`src/rtl/rgb_seq_pkg.sv`:
```
// Shared FSM encoding and mode constants for the RGB fade sequencer.
package rgb_seq_pkg;

  typedef enum logic [1:0] {
    ST_IDLE = 2'd0,
    ST_RISE = 2'd1,
    ST_HOLD = 2'd2,
    ST_FALL = 2'd3
  } fsm_state_e;

  localparam logic [1:0] MODE_SINGLE = 2'd0;
  localparam logic [1:0] MODE_ALL    = 2'd1;
  localparam logic [1:0] MODE_XFADE  = 2'd2;
  localparam logic [1:0] MODE_RSVD   = 2'd3;

  // Reserved mode behaves as single-channel.
  function automatic logic [1:0] mode_norm(input logic [1:0] m);
    return (m == MODE_RSVD) ? MODE_SINGLE : m;
  endfunction

endpackage

```
`src/rtl/pwm_compare.sv`:
```
// Registered PWM comparator: duty is high while the shared counter is below the level.
module pwm_compare #(
  parameter int unsigned BITS = 8
) (
  input  logic            clk,
  input  logic            rst_n,
  input  logic [BITS-1:0] cnt,
  input  logic [BITS-1:0] level,
  output logic            duty
);

  always_ff @(posedge clk or negedge rst_n) begin
    if (!rst_n) duty <= 1'b0;
    else        duty <= (cnt < level);
  end

endmodule

```
`src/rtl/rgb_fade_sequencer.sv`:
```
// N-channel LED fade sequencer: rise/hold/fall ramp per channel with single,
// all-together and crossfade PWM modes, enable gating and a cycle-done strobe.
module rgb_fade_sequencer
  import rgb_seq_pkg::*;
#(
  parameter int unsigned CHANNELS   = 3,
  parameter int unsigned PWM_BITS   = 8,
  parameter int unsigned PRESCALER  = 0,
  parameter int unsigned HOLD_STEPS = 0
) (
  input  logic                        clk,
  input  logic                        rst_n,
  input  logic                        enable,
  input  logic [1:0]                  mode,
  output logic [CHANNELS-1:0]         pwm_out,
  output logic [$clog2(CHANNELS)-1:0] channel_sel,
  output logic [PWM_BITS-1:0]         level,
  output logic                        cycle_done
);

  localparam int unsigned SEL_W  = $clog2(CHANNELS);
  localparam int unsigned PRE_W  = (PRESCALER > 0) ? $clog2(PRESCALER + 1) : 1;
  localparam int unsigned HOLD_W = (HOLD_STEPS > 0) ? $clog2(HOLD_STEPS + 1) : 1;

  localparam logic [PWM_BITS-1:0] LVL_MAX   = '1;
  localparam logic [SEL_W-1:0]    SEL_LAST  = SEL_W'(CHANNELS - 1);
  localparam logic [PRE_W-1:0]    PRE_LAST  = PRE_W'(PRESCALER);
  localparam logic [HOLD_W-1:0]   HOLD_LAST = HOLD_W'(HOLD_STEPS);

  fsm_state_e          state_q, state_d;
  logic [PWM_BITS-1:0] level_d;
  logic [SEL_W-1:0]    sel_d;
  logic                done_d;
  logic [PRE_W-1:0]    presc_q, presc_d;
  logic [HOLD_W-1:0]   hold_q, hold_d;
  logic [1:0]          mode_q, mode_d;
  logic [PWM_BITS-1:0] pwm_cnt;
  logic                tick_c;
  logic                run_c;
  logic [SEL_W-1:0]    next_sel_c;
  logic [PWM_BITS-1:0] lvl_c [CHANNELS];

  assign tick_c     = (state_q != ST_IDLE) && (presc_q == PRE_LAST);
  assign run_c      = enable && (state_q != ST_IDLE);
  assign next_sel_c = (channel_sel == SEL_LAST) ? '0 : channel_sel + SEL_W'(1);

  // State and datapath registers.
  always_ff @(posedge clk or negedge rst_n) begin
    if (!rst_n) begin
      state_q     <= ST_IDLE;
      level       <= '0;
      channel_sel <= '0;
      cycle_done  <= 1'b0;
      presc_q     <= '0;
      hold_q      <= '0;
      mode_q      <= MODE_SINGLE;
    end else begin
      state_q     <= state_d;
      level       <= level_d;
      channel_sel <= sel_d;
      cycle_done  <= done_d;
      presc_q     <= presc_d;
      hold_q      <= hold_d;
      mode_q      <= mode_d;
    end
  end

  // Shared PWM counter wraps naturally at full scale.
  always_ff @(posedge clk or negedge rst_n) begin
    if (!rst_n) pwm_cnt <= '0;
    else        pwm_cnt <= pwm_cnt + PWM_BITS'(1);
  end

  // Next-state logic: ramp advances only on step ticks; enable low overrides everything.
  always_comb begin
    state_d = state_q;
    level_d = level;
    sel_d   = channel_sel;
    done_d  = 1'b0;
    hold_d  = hold_q;
    mode_d  = mode_q;
    presc_d = (state_q == ST_IDLE || tick_c) ? '0 : presc_q + PRE_W'(1);

    unique case (state_q)
      ST_IDLE: begin
        level_d = '0;
        if (enable) begin
          state_d = ST_RISE;
          mode_d  = mode_norm(mode);
        end
      end
      ST_RISE: begin
        if (tick_c) begin
          if (level == LVL_MAX) begin
            state_d = ST_HOLD;
            hold_d  = '0;
          end else begin
            level_d = level + PWM_BITS'(1);
          end
        end
      end
      ST_HOLD: begin
        if (tick_c) begin
          if (hold_q == HOLD_LAST) state_d = ST_FALL;
          else                     hold_d  = hold_q + HOLD_W'(1);
        end
      end
      ST_FALL: begin
        if (tick_c) begin
          if (level == '0) begin
            state_d = ST_RISE;
            sel_d   = next_sel_c;
            done_d  = (channel_sel == SEL_LAST);
            mode_d  = mode_norm(mode);
          end else begin
            level_d = level - PWM_BITS'(1);
          end
        end
      end
      default: state_d = ST_IDLE;
    endcase

    if (!enable) begin
      state_d = ST_IDLE;
      level_d = '0;
      sel_d   = channel_sel;
      done_d  = 1'b0;
      presc_d = '0;
      hold_d  = hold_q;
      mode_d  = mode_q;
    end
  end

  // Per-channel duty level selected by the latched mode.
  always_comb begin
    for (int k = 0; k < CHANNELS; k++) begin
      lvl_c[k] = '0;
      if (run_c) begin
        unique case (mode_q)
          MODE_ALL: lvl_c[k] = level;
          MODE_XFADE: begin
            if (channel_sel == SEL_W'(k))     lvl_c[k] = level;
            else if (next_sel_c == SEL_W'(k)) lvl_c[k] = LVL_MAX - level;
          end
          default: begin
            if (channel_sel == SEL_W'(k)) lvl_c[k] = level;
          end
        endcase
      end
    end
  end

  for (genvar g = 0; g < CHANNELS; g++) begin : g_pwm
    pwm_compare #(
      .BITS(PWM_BITS)
    ) u_pwm (
      .clk  (clk),
      .rst_n(rst_n),
      .cnt  (pwm_cnt),
      .level(lvl_c[g]),
      .duty (pwm_out[g])
    );
  end

endmodule

```
`config.mk`:
```
export PLATFORM = sky130hd
export DESIGN_NAME = rgb_fade_sequencer
export DESIGN_NICKNAME = d
export VERILOG_FILES = /design/src/rtl/rgb_seq_pkg.sv /design/src/rtl/pwm_compare.sv /design/src/rtl/rgb_fade_sequencer.sv
export SDC_FILE = /design/constraint.sdc
export NUM_CORES = 1
export LEC_CHECK = 0
export CAP_MARGIN = 10
export CORE_MARGIN = 3
export CORE_UTILIZATION = 46
export DETAILED_ROUTE_END_ITERATION = 8
export GPL_ROUTABILITY_DRIVEN = 0
export PLACE_DENSITY = 0.65
export SLEW_MARGIN = 20
export SYNTH_ARGS = -nofsm -noshare
export SYNTH_HDL_FRONTEND = slang
export SYNTH_SLANG_ARGS = --single-unit
export TNS_END_PERCENT = 50
```
`constraint.sdc`:
```
create_clock -name clk -period 3.6 [get_ports clk]
set_input_delay 0.72 -clock clk [delete_from_list [all_inputs] [get_ports clk]]
set_output_delay 0.72 -clock clk [all_outputs]
set_load 0.01 [all_outputs]
```
==> flow_summary.toml <==
[critical_path]
cp-end-kind = "register"
start_kind = "register"
max_stage_delay_ns = 0.66
crit_buf_inv = 1
worstPathArrival_ns = 3.21
critical_path.cell_chain = "inv_1 -> ha_1 -> nor2_1 -> o31ai_1 -> nand2_1 -> o21ai_0 -> nand2_1 -> ha_1 -> a211oi_1 -> a21oi_1 -> o21ai_0 -> a31o_2"
crit_type = "register to register"
crit_required_ns = 3.83
cp_top_family = "compound AO/OA/AOI/OAI gates"
cp.depth = 12
cp_slowest_cell = "o31ai_1"
reg2regPathDepth = 12
crit_fanout = 12

[power]
total_leakage_power_uw = 0.00116
p_per_area_nw_per_um2 = 466
power_uw = 1270
peakVddDrop_uv = 345

[floorplan]
dieArea_um2 = 6300
io_pins = 19
coreArea_um2 = 5170
die_y_um = 79.4
die_x_um = 79.4
row_count = 26
start_util_pct = 47.9

[timing]
max_freq_mhz = 336
finalSetupViolCount = 0
skew_ns = 0.00919
fin_tns_setup_ns = 0
report.final.slew_viol_count = 0
min_period_over_period_pct = 82.8
worstMarginPinSlew_ns = 0.778
rsz0062_at_grt = "no"
maxSlewHeadroom_pct = 47.7
finalCriticalPeriod_ns = 2.98
hold_violations = 0

[min_path]
hold_class = "register to register"
hold_path_depth = 2

[global_route]
grt_use_total_pct = 19.5
antenna_found_initial = 0
grt_max_degree = 28
grt-ovfl-total = 0
grt_pass1_vias = 2100
grt_pass1_wl_mm = 9.79

[route]
ant_nets = 0
drc = 0
drt_pass1_iterations = 4
vias_per_cell = 5.61
detail_route.wl_per_cell_um = 14.6
vias = 2138
first_iter_violations = 108
wl_mm = 5.56

[run_status]
outcome = "completed"

[synth]
yosysTopAreaCell = "dfrtp_1"
synthTopCellsByArea = "dfrtp_1 27%, ha_1 17%, nand2_1 8.6%"
ys.warnings.count = 0
ys_seq_elements = 27
synth_top_area_share_pct = 27.3
yosysUniqueCellTypes = 52
synth-edff-count = 0
syn_nets = 342
synth_top_family_by_area = "simple AND/OR/NAND/NOR gates"
synth_compound_area_share_pct = 20.3
synth_mux_area_share_pct = 2.53
async_reset_ff_share_pct = 100
synth_xor_area_share_pct = 4.24
synthSimpleGateAreaFrac_pct = 22.4
syn_area_per_cell_um2 = 8.20
ys_seq_area_share_pct = 27.3
synth_cells = 302
synthAdderAreaFrac_pct = 18.0
synth_area_um2 = 2480
synth_top_flop_cell = "dfrtp_1"

[clocking]
cts-root-buf = "clkbuf_8"
clock-sinks = 27
cts_tree = "built"
path_clk_slew_ns = 0.10
cts_buffers = 3
ctsHoldBuffers = 0
worstSkewPairLatency_ns = 0.28
cts_max_level = 1
cts_buffer_depth = 2
post_cts_buffers = 0
ctsResizeCount = 0

[placement]
post-dp-hpwl_mm = 4.15
port_buffers = 18

[layout]
final_nets = 352
diodes = 0
fillers = 491
synthToLayoutAreaGrowth_pct = 10.2
drive_gt1_share_pct = 6.43

[run]
maxCapViolCount = 0
[cells in the mapped netlist (all sizes together) (4+ instances only)]
library cell / instances
a21o: 4
a21oi: 16
a31oi: 4
and3: 4
buf: 7
clkbuf: 9
dfrtp: 27
ha: 34
inv: 11
mux2i: 4
nand2: 58
nand2b: 5
nand3: 7
nand3b: 4
nor2: 18
o21ai: 30
o22ai: 4
xnor2: 6
xor2: 6
[flip-flops by register name (all words and copies together) (netlist names)]
register,cells
level,8
pwm_cnt,8
g_pwm.u_pwm.duty,3
channel_sel,2
mode_q,2
state_q,2
cycle_done,1
presc_q,1
[metal layers]
layer | up-vias | wire (um) | part of all wire (%) | GRT usage [%]
met5 | - | 0 | 0 | 0
met4 | 0 | 53 | 0.95 | 6.19
met3 | 6 | 152 | 2.7 | 2.93
met2 | 41 | 2620 | 47 | 34.1
met1 | 1000 | 2740 | 49 | 24.4
li1 | 1091 | - | - | -
[cell families (layout without fill, tap and decap cells)]
family,count (synthesis),count (layout)
AOI/OAI and AO/OA,80,80
adders and majority gates,35,35
buffers and inverters,27,36
xor gates and xnor gates,12,12
muxes,6,6
other,1,1
DFF,27,27
and+or+nand+nor,114,114
[cells in the final DEF, fill, tap and decap left out, types with 4 or more instances in the layout]
cell	count
a21o_1	4
dfrtp_1	27
clkdlybuf4s50_1	18
inv_1	11
xor2_1	6
xnor2_1	6
nor2_1	17
nand3_1	7
and3_1	4
nand3b_1	4
o22ai_1	4
mux2i_1	4
a21oi_1	16
nand2b_1	5
o21ai_0	30
nand2_1	57
ha_1	34
[report_power, final]
group / switching [uW] / leakage [uW] / internal, uW
clock: 104 / 0.0000255 / 77.9
combinational: 394 / 0.000783 / 278
sequential: 76.3 / 0.000354 / 343
[worst min-delay path, stage by stage, from the launching register on]
cell	delay, ns
dfrtp_1	0.39
inv_1	0.08
o21ai_0	0.08
[final cells by class]
cell class / count / area, um2 / share of cell area (%)
clock buffers: 3 / 41.3 / 1.51
repair buffers: 21 / 203 / 7.43
flip-flops and latches: 27 / 676 / 24.8
multi-input cells: 248 / 1670 / 61.4
inverters: 11 / 41.3 / 1.51
well taps: 70 / 87.6 / 3.21
clock inverters: 1 / 5.00 / 0.183
[path summary, 6_finish.rpt]
path / start / end / slack (ns)
setup / recovery: mode_q[0] / g_pwm[0].u_pwm.duty / 0.62
hold / removal: mode_q[1] / mode_q[1] / 0.58
hold reg to reg: mode_q[1] / mode_q[1] / 0.58
max in group asynchronous: rst_n / level[2] / 2.52
setup reg to reg: mode_q[0] / g_pwm[0].u_pwm.duty / 0.62
min in group asynchronous: rst_n / g_pwm[1].u_pwm.duty / 0.81
[stage by stage]
step                area [um2]  cells  util [%]  hold slack [ns]  worst slack, ns
floorplan                 2480    302         -            0.424             1.13
global placement          2680    377      51.8            0.558            0.774
detailed placement        2680    377      51.8            0.570            0.664
CTS                       2730    381      52.7            0.590            0.624
global route              2730    381      52.7            0.619            0.269
finish                    2730    381      52.7            0.583            0.620
No activity file was read; power rests on OpenSTA's default activity.
